===== src/rtl/ifu_pkg.sv =====
// ifu_pkg: shared constants and types for the instruction fetch unit.
//   XLEN                 - address / PC width
//   INSTR_LEN            - instruction word width
//   RESET_VECTOR_DEFAULT - default first fetch address after reset
//   PC_STEP              - PC increment per word-aligned fetch
//   fb_entry_t           - fetch-buffer entry {instr, tag}
package ifu_pkg;

  localparam int unsigned XLEN      = 32;
  localparam int unsigned INSTR_LEN = 32;

  localparam logic [XLEN-1:0] RESET_VECTOR_DEFAULT = 32'h0000_0000;
  localparam logic [XLEN-1:0] PC_STEP              = XLEN'(4);

  typedef struct packed {
    logic [INSTR_LEN-1:0] instr;
    logic [XLEN-1:0]      tag;
  } fb_entry_t;

endpackage


===== src/rtl/ifu_if.sv =====
// ifu_if: instruction-memory request/response bus between the IFU and memory.
//   imem_req    - fetch request valid              (IFU -> mem)
//   imem_addr   - word-aligned fetch address       (IFU -> mem)
//   imem_gnt    - request accepted this cycle      (mem -> IFU)
//   imem_rvalid - in-order read data valid         (mem -> IFU)
//   imem_rdata  - instruction word                 (mem -> IFU)
// master: IFU side; slave: memory side.
interface ifu_if;
  import ifu_pkg::*;

  logic                 imem_req;
  logic [XLEN-1:0]      imem_addr;
  logic                 imem_gnt;
  logic                 imem_rvalid;
  logic [INSTR_LEN-1:0] imem_rdata;

  modport master (
    output imem_req,
    output imem_addr,
    input  imem_gnt,
    input  imem_rvalid,
    input  imem_rdata
  );

  modport slave (
    input  imem_req,
    input  imem_addr,
    output imem_gnt,
    output imem_rvalid,
    output imem_rdata
  );

endinterface


===== src/rtl/ifu_fifo_sync.sv =====
// fifo_sync: single-clock FIFO, power-of-two depth, synchronous reset.
//   clk, rst     - clock, synchronous active-high reset
//   clear        - synchronous flush of all entries (same effect as rst)
//   push, wdata  - write an entry (ignored when full unless popping too)
//   pop          - discard head entry (ignored when empty)
//   rdata        - head entry (don't-care when empty)
//   empty, full  - status flags
//   count        - number of stored entries, 0..DEPTH
module fifo_sync #(
  parameter int unsigned WIDTH = 8,
  parameter int unsigned DEPTH = 4
) (
  input  logic                   clk,
  input  logic                   rst,
  input  logic                   clear,
  input  logic                   push,
  input  logic                   pop,
  input  logic [WIDTH-1:0]       wdata,
  output logic [WIDTH-1:0]       rdata,
  output logic                   empty,
  output logic                   full,
  output logic [$clog2(DEPTH):0] count
);

  localparam int unsigned AW = $clog2(DEPTH);

  logic [WIDTH-1:0] mem [DEPTH];
  logic [AW-1:0]    wptr;
  logic [AW-1:0]    rptr;
  logic             do_push;
  logic             do_pop;

  assign empty   = (count == '0);
  assign full    = (count == (AW+1)'(DEPTH));
  assign do_pop  = pop & ~empty;
  assign do_push = push & (~full | do_pop);
  assign rdata   = mem[rptr];

  always_ff @(posedge clk) begin
    if (rst || clear) begin
      wptr  <= '0;
      rptr  <= '0;
      count <= '0;
    end else begin
      if (do_push) wptr <= wptr + AW'(1);
      if (do_pop)  rptr <= rptr + AW'(1);
      count <= count + (AW+1)'(do_push) - (AW+1)'(do_pop);
    end
  end

  // Storage carries no reset; entries are only read when count says valid.
  always_ff @(posedge clk) begin
    if (do_push) mem[wptr] <= wdata;
  end

endmodule


===== src/rtl/ifu.sv =====
// ifu: instruction fetch unit with credit-limited prefetch into a fetch buffer.
//   clk, rst     - clock, synchronous active-high reset (shared with memory)
//   imem         - ifu_if.master instruction-memory bus
//   pipe_stall   - decode holds; head entry is not popped
//   pipe_flush   - redirect; discards buffered and in-flight instructions
//   redirect_pc  - new fetch PC, used when pipe_flush=1
//   instr        - instruction at buffer head
//   instr_valid  - instr/instr_tag valid
//   instr_tag    - PC of instr
module ifu
  import ifu_pkg::*;
#(
  parameter logic [XLEN-1:0] RESET_VECTOR = RESET_VECTOR_DEFAULT,
  parameter int unsigned     FB_DEPTH     = 4
) (
  input  logic                 clk,
  input  logic                 rst,
  ifu_if.master                imem,
  input  logic                 pipe_stall,
  input  logic                 pipe_flush,
  input  logic [XLEN-1:0]      redirect_pc,
  output logic [INSTR_LEN-1:0] instr,
  output logic                 instr_valid,
  output logic [XLEN-1:0]      instr_tag
);

  localparam int unsigned CW = $clog2(FB_DEPTH) + 1;

  logic [XLEN-1:0] fetch_pc;
  logic [XLEN-1:0] resp_pc;
  logic [CW-1:0]   outstanding;
  logic [CW-1:0]   occupancy;
  logic [CW-1:0]   drop_cnt;
  logic [CW+1:0]   credit_used;

  logic            grant;
  logic            rsp_live;
  logic            rsp_drop;
  logic            push;
  logic            pop;
  logic            fb_empty;
  logic            fb_full;
  fb_entry_t       fb_wdata;
  fb_entry_t       fb_rdata;

  // Stale responses still owed after a flush occupy credit just like live
  // ones, so the buffer can never be oversubscribed.
  assign credit_used = (CW+2)'(outstanding) + (CW+2)'(occupancy) + (CW+2)'(drop_cnt);

  assign imem.imem_req  = ~rst & ~pipe_flush & (credit_used < (CW+2)'(FB_DEPTH));
  assign imem.imem_addr = fetch_pc;
  assign grant          = imem.imem_req & imem.imem_gnt;

  // Responses return in order, so while drop_cnt is nonzero the arriving
  // response is always one of the stale ones.
  assign rsp_drop = imem.imem_rvalid & (drop_cnt != '0);
  assign rsp_live = imem.imem_rvalid & (drop_cnt == '0);
  assign push     = rsp_live & ~pipe_flush;

  assign instr_valid = ~fb_empty & ~pipe_flush;
  assign pop         = instr_valid & ~pipe_stall;

  assign fb_wdata  = '{instr: imem.imem_rdata, tag: resp_pc};
  assign instr     = fb_rdata.instr;
  assign instr_tag = fb_rdata.tag;

  always_ff @(posedge clk) begin
    if (rst) begin
      fetch_pc    <= RESET_VECTOR;
      resp_pc     <= RESET_VECTOR;
      outstanding <= '0;
      drop_cnt    <= '0;
    end else if (pipe_flush) begin
      fetch_pc    <= redirect_pc;
      resp_pc     <= redirect_pc;
      // Everything in flight becomes stale; a response arriving now retires
      // one of them immediately (from the drop set or the live set alike).
      drop_cnt    <= drop_cnt + outstanding - CW'(imem.imem_rvalid);
      outstanding <= '0;
    end else begin
      if (grant) fetch_pc <= fetch_pc + PC_STEP;
      if (push)  resp_pc  <= resp_pc + PC_STEP;
      outstanding <= outstanding + CW'(grant) - CW'(rsp_live);
      if (rsp_drop) drop_cnt <= drop_cnt - CW'(1);
    end
  end

  fifo_sync #(
    .WIDTH($bits(fb_entry_t)),
    .DEPTH(FB_DEPTH)
  ) u_fb (
    .clk   (clk),
    .rst   (rst),
    .clear (pipe_flush),
    .push  (push),
    .pop   (pop),
    .wdata (fb_wdata),
    .rdata (fb_rdata),
    .empty (fb_empty),
    .full  (fb_full),
    .count (occupancy)
  );

  // The credit check guarantees a slot for every response.
  a_no_overflow : assert property (@(posedge clk) disable iff (rst)
    !(push && fb_full && !pop));

endmodule


===== src/flat_wrapper.sv =====
// flat-port wrapper written by rule: the top's interface ports become plain ports
module ifu_flat import ifu_pkg::*;
#(
  parameter logic [XLEN-1:0] RESET_VECTOR = RESET_VECTOR_DEFAULT,
  parameter int unsigned     FB_DEPTH     = 4
)
  (clk, rst, pipe_stall, pipe_flush, redirect_pc, instr, instr_valid, instr_tag, imem_imem_req, imem_imem_addr, imem_imem_gnt, imem_imem_rvalid, imem_imem_rdata);
  ifu_if imem_i ();
  input  logic clk;
  input  logic rst;
  input  logic pipe_stall;
  input  logic pipe_flush;
  input  logic [XLEN-1:0] redirect_pc;
  output logic [INSTR_LEN-1:0] instr;
  output logic instr_valid;
  output logic [XLEN-1:0] instr_tag;
  output wire logic [$bits(imem_i.imem_req)-1:0] imem_imem_req;
  output wire logic [$bits(imem_i.imem_addr)-1:0] imem_imem_addr;
  input wire logic [$bits(imem_i.imem_gnt)-1:0] imem_imem_gnt;
  input wire logic [$bits(imem_i.imem_rvalid)-1:0] imem_imem_rvalid;
  input wire logic [$bits(imem_i.imem_rdata)-1:0] imem_imem_rdata;
  assign imem_imem_req = imem_i.imem_req;
  assign imem_imem_addr = imem_i.imem_addr;
  assign imem_i.imem_gnt = imem_imem_gnt;
  assign imem_i.imem_rvalid = imem_imem_rvalid;
  assign imem_i.imem_rdata = imem_imem_rdata;
  ifu #(.RESET_VECTOR(RESET_VECTOR), .FB_DEPTH(FB_DEPTH)) u_core (.clk(clk), .rst(rst), .imem(imem_i), .pipe_stall(pipe_stall), .pipe_flush(pipe_flush), .redirect_pc(redirect_pc), .instr(instr), .instr_valid(instr_valid), .instr_tag(instr_tag));
endmodule

===== config.mk =====
export PLATFORM = sky130hd
export DESIGN_NAME = ifu_flat
export DESIGN_NICKNAME = d
export VERILOG_FILES = /design/src/rtl/ifu_pkg.sv /design/src/rtl/ifu_if.sv /design/src/rtl/ifu_fifo_sync.sv /design/src/rtl/ifu.sv /design/src/flat_wrapper.sv
export SDC_FILE = /design/constraint.sdc
export NUM_CORES = 1
export LEC_CHECK = 0
export ABC_AREA = 1
export BUFFER_PORTS_ARGS = -buffer_cell sky130_fd_sc_hd__buf_2
export CORE_ASPECT_RATIO = 1.75
export CORE_MARGIN = 1.5
export CORE_UTILIZATION = 63
export CTS_CLUSTER_SIZE = 10
export DETAILED_ROUTE_END_ITERATION = 7
export MAX_ROUTING_LAYER = met4
export PLACE_DENSITY = 0.93
export REMOVE_ABC_BUFFERS = 1
export SLEW_MARGIN = 0
export SYNTH_ARGS = -nofsm -noshare
export SYNTH_HDL_FRONTEND = slang
export SYNTH_SLANG_ARGS = --single-unit
export TNS_END_PERCENT = 5

===== constraint.sdc =====
create_clock -name clk -period 8.9 [get_ports clk]
set_clock_uncertainty 0.15 [all_clocks]
set_input_delay 1.335 -clock clk [delete_from_list [all_inputs] [get_ports clk]]
set_output_delay 1.335 -clock clk [all_outputs]
set_load 0.02 [all_outputs]

* Word level (Yosys, flattened, before mapping) *
Memory sizes are Yosys's and may differ from the RTL's. A register that Yosys moved wholly into a read port is not among the register bits.
Index checks and enable logic that the tools add are counted.

word-level totals
  register bits after elaboration = 77
  latch bits = 0
  bits in writable memories = 256
  bits in read-only memories = 0
  logic and storage cells = 57
  memories = 1

operators by class
  $add $sub $neg = 13
  $mul = 0
  divide/modulo/power cells = 0
  magnitude comparators = 1
  equal/unequal tests = 1
  shift operators = 0
  multiplexer cells = 10
  bitwise logic cells = 16
  reduce and logical (&&, ||, !) cells = 8

memories
  memory           depth  width  read ports  clocked after memory_dff  write ports  RTL line             source
  u_core.u_fb.mem  4      64     1           1                         1            ifu_fifo_sync.sv:27  logic [WIDTH-1:0] mem [DEPTH];

operators by type and width
  cell                   count
  $mux 32                4
  $add 32x3->32 const B  2
  $and 1x1->1            10
  $sub 3x1->3            3
  $add 3x1->3            2
  $logic_not 3->1        2
  $mux 3                 2
  $reduce_bool 2->1      3
  $add 5x3->5            1
  $lt 5x3->1 const B     1
  $not 1->1              5
  $add 2x1->2 const B    2
  $add 3x3->4            1
  $mux 2                 2
  $add 3x3->3            1
  $eq 3x3->1 const B     1
  $reduce_bool 3->1      1
  $sub 3x1->3 const B    1
  $mux 1                 2
  $reduce_or 2->1        1
  $logic_or 1x1->1       1
  $or 1x1->1             1

* Depth between registers and ports, before layout *
  depth in word-level cells = 9
  gate-level depth with buffers = 16
  mapped depth without buffers = 15

* By module *
Synthesis repeated with hierarchy kept, for this count alone.

second synthesis, totals
  cell total of the unflattened synthesis = 1522
  area total of the unflattened synthesis = 14940.6 µm²

by module, submodules not included
  module     instances  cells an instance  area each (µm²)
  fifo_sync  1          689                9992.1
  ifu        1          833                4948.5

* Least setup slack after synthesis *
No wires, ideal clock.

  path kind = input-to-reg
  from = input pipe_flush
  to = memory u_core.u_fb.mem[0][0] (netlist bit) (enable)
  data arrival time = 5026 ps
  data required time = 8264 ps
  setup slack = 3237 ps
  cell stages on the path = 6
  cell sequence = buf_6 -> a21oi_1 -> nand2_1 -> nand3_1 -> nand2_2 -> nor2_1

between the ends
  longest elaborated chain between the ends = 8
  elaborated cells on any way between the ends = 9
  classes of those cells = mux (2); bitwise (7)

ends and longest elaborated chain
  item                          RTL line             source
  start, declared               flat_wrapper.sv:12   input logic pipe_flush;
  $not 1->1                     ifu.sv:60            assign instr_valid = ~fb_empty & ~pipe_flush;
  $and 1x1->1                   ifu.sv:60
  named net instr_valid         flat_wrapper.sv:15   output logic instr_valid;
  $and 1x1->1                   ifu.sv:61            assign pop = instr_valid & ~pipe_stall;
  $and 1x1->1                   ifu_fifo_sync.sv:35  assign do_pop = pop & ~empty;
  $or 1x1->1                    ifu_fifo_sync.sv:36  assign do_push = push & (~full | do_pop);
  $and 1x1->1                   ifu_fifo_sync.sv:36
  $mux 1                        ifu_fifo_sync.sv:53  if (do_push) mem[wptr] <= wdata;
  $mux 1 (implied by the code)  ifu_fifo_sync.sv:53
  end, declared                 ifu_fifo_sync.sv:27

The timed path passes the listed nets, and every way through them passes these cells.

==> impl_results.md <==
- Outcome: completed
- CTS tree: done
- Final Total Pwr: 3.47 mW
- Via count: 11,700
- Syn avg cell area: 9.94 um^2
- Slew Viols, Final: 0
- Post-Synth XOR/XNOR Area: 0.0112
- Seq. cell area: 9270 um^2
- First-pass GRT wire length: approximately 58,000 um
- Crit start category: register
- N_diodes: 0
- Cells after Synth: 1,497
- Synth area leaders: edfxtp_1, dfxtp_1, nand2_1
- RSZ-0062 raised after global routing: false
- Final period utilization: 0.522
- Number of global-route vias before repair: 11,500
- FF+latch count, synth: 335
- 1st-iter DRT viols: roughly 1,200
- CTS root buf: clkbuf_16
- Most Used Layer, Global Route: met2
- PD cells: 205 nW/um^2
- Tot GR Track Use: 0.316
- Footprint of the multi-input gates: 4960 um^2
- Clock Sinks: 335
- Vias/cell: 5.93
- Post-cts sizing count: 0
- Synthesized area: roughly 15,000 um^2
- Ys Warns: 0
- Clock slew seen by the registers of the worst setup and hold paths: approximately 0.060 ns
- GRT Residual Overflow: 0
- Synth unique cells: 45
- Clock Latency Late Sink: 0.52 ns
- WL/cell: 19.2 um
- DIE AREA: 24,600 um^2
- Chip height: 206 um
- Worst vdd ir: 110 uV
- P_sw: 0.829 mW
- Critical Path End Type: primary output
- Routed Antenna Nets: 0
- P_leak: 6.37 nW
- Most frequent cell after synthesis: nand2_1
- Post-layout min period: 4.65 ns
- Sequential area share after synthesis: 0.623
- CP required: ~7.4 ns
- H-tree depth: 2
- Worst hold path type: register to register
- # hold bufs at CTS: 0
- Core area: 23,200 um^2
- Synth top cells by count: nand2_1, edfxtp_1, nor2_1, o21ai_0, inv_1
- DRT Pass-1 Iters: 5
- Synth Area in Compound Gates: 0.113
- Slew margin rel.: 0.336
- Worst setup path class: register to primary output
- Synth-to-Final Area Change: 14.0%
- Num rows: 74
- Setup tns final: 0 ns
- Initial antenna violation count: 0
- CTS Buffer Depth: 3
- Met2 Use GR: 0.568
- Mux cell area share after synthesis: 0
- Largest net degree at the start of global routing: 107
- Simple-gate share of the synthesized area: 0.186
- Routed WL: 37,800 um
- Peak Freq: 215 MHz
- PortBufs: 167
- Clock share of power: 0.390
- Nets: 1,746
- GP Congestion: 0.999
- Largest family of logic cells by synthesized area: simple AND/OR/NAND/NOR gates
- Async SR Flop Fraction: 0
- Critical Path AT: 3.16 ns
- Synth top area share: 0.517
- Sw Share: 0.239
- Internal power: 2.64 mW
- # fillers: 1,552
- Die W: between 100 and 150 um
- Drc violations: 0
- Reg power frac: 0.517
- Worst Path Max Fanout: 65
- Max-cap violations: 0
- Layout cells sized above 1: 0.163
- Number of enable flip-flop cells after synthesis: 256
- IO Pins: 168
- Starting Density: 0.640
- Post-DP HPWL: 23,700 um
- Final Hold Vio Count: 0
- Final setup fails: 0
- Synth Area in Adders: 0.0214
- GRT met3 Usage: 0.0386
- Met1 usage: 0.332
- Combinational group share of total power: 0.092
- Ys flop type: edfxtp_1
- Setup Fix Bufs, Post-CTS: 0
- Worst Max-Slew Pin Slew: 0.996 ns
- Synth area leader: edfxtp_1
- TritonCTS Buffers: 39
==> final timing paths <==
| path | endpoint | cells after the start | slack [ns] | from |
|---|---|---|---|---|
| hold / removal | u_core.imem.imem_addr[1] | 2 | 0.31 | u_core.imem.imem_addr[1] |
| hold reg to reg | u_core.imem.imem_addr[1] | 2 | 0.31 | u_core.imem.imem_addr[1] |
| setup reg to reg | u_core.outstanding[2] | 15 | 5.28 | u_core.u_fb.count[0] |
| setup / recovery | instr_tag[24] | 6 | 4.25 | register |
==> cell type report <==
class,instances,area share
Sequential cell,335,0.547
Multi-Input combinational cell,999,0.293
Clock buffer,50,0.0600
Timing Repair Buffer,177,0.0537
Tap cell,304,0.0224
Inverter,101,0.0232
Clock inverter,2,0.000960
==> metal layers <==
layer  vias up  routed length (um)
li1       5422                   -
met1      5532               12800
met2       567               20300
met3       150                2330
met4         0                2380
met5         -                   0
==> through the flow <==
step,util,hold WS [ns],instance area [um^2],setup slack [ns],cells
floorplan,-,0.287,14600,2.70,1435
global placement,0.685,0.291,15900,4.74,1916
detailed placement,0.685,0.303,15900,4.67,1916
CTS,0.729,0.318,17000,4.26,1968
global route,0.729,0.330,17000,4.03,1968
finish,0.729,0.308,17000,4.25,1968
==> sequential cells by signal, indices dropped and copies added (netlist names), named ones only <==
name and flops:
u_core.u_fb.rptr 2, u_core.imem.imem_addr 32, u_core.u_fb.count 3, u_core.drop_cnt 3, u_core.u_fb.wptr 2, u_core.outstanding 3
u_core.u_fb.mem 256, u_core.resp_pc 32
==> worst max-delay path: stages, from the launching register on <==
cell	delay, ns
dfxtp_2	0.31
buf_4	0.51
clkinv_1	0.72
buf_4	0.50
o21ai_0	0.19
o22ai_1	0.16
buf_2	0.19
==> kinds of logic (layout without fill, tap and decap cells) <==
kind of cell / after synthesis / after routing
buffers and inverters: 163 / 330
adder cells (fa/ha/maj): 23 / 23
flip-flops: 335 / 335
AO/OA/AOI/OAI: 308 / 308
XOR/XNOR: 19 / 19
AND/OR/NAND/NOR: 649 / 649
==> power groups by stage <==
stage | logic (mW) | registers (mW) | clock network, mW
after floorplan | 0.191 | 1.82 | 0
after global placement | 0.303 | 1.82 | 0
after detailed placement | 0.315 | 1.82 | 0
after CTS | 0.319 | 1.79 | 1.36
after global routing | 0.350 | 1.80 | 1.41
final | 0.320 | 1.79 | 1.35
==> cell usage in the layout, fill, tap and decap left out, types with 6 or more instances in the layout <==
cell type    n
nor2_4       9
clkbuf_16   39
nand3_2      6
ha_1        19
o22ai_1     64
clkbuf_1    11
nor2_2       7
a21oi_1     58
nand3b_1    13
nand3_1     57
edfxtp_1   256
inv_1       92
inv_2        6
buf_2      167
xnor2_1     11
buf_4       10
dfxtp_1     77
nand2_1    289
nor2_1     249
xor2_1       8
o21ai_0    168
Power figures use the tool's default switching activity.
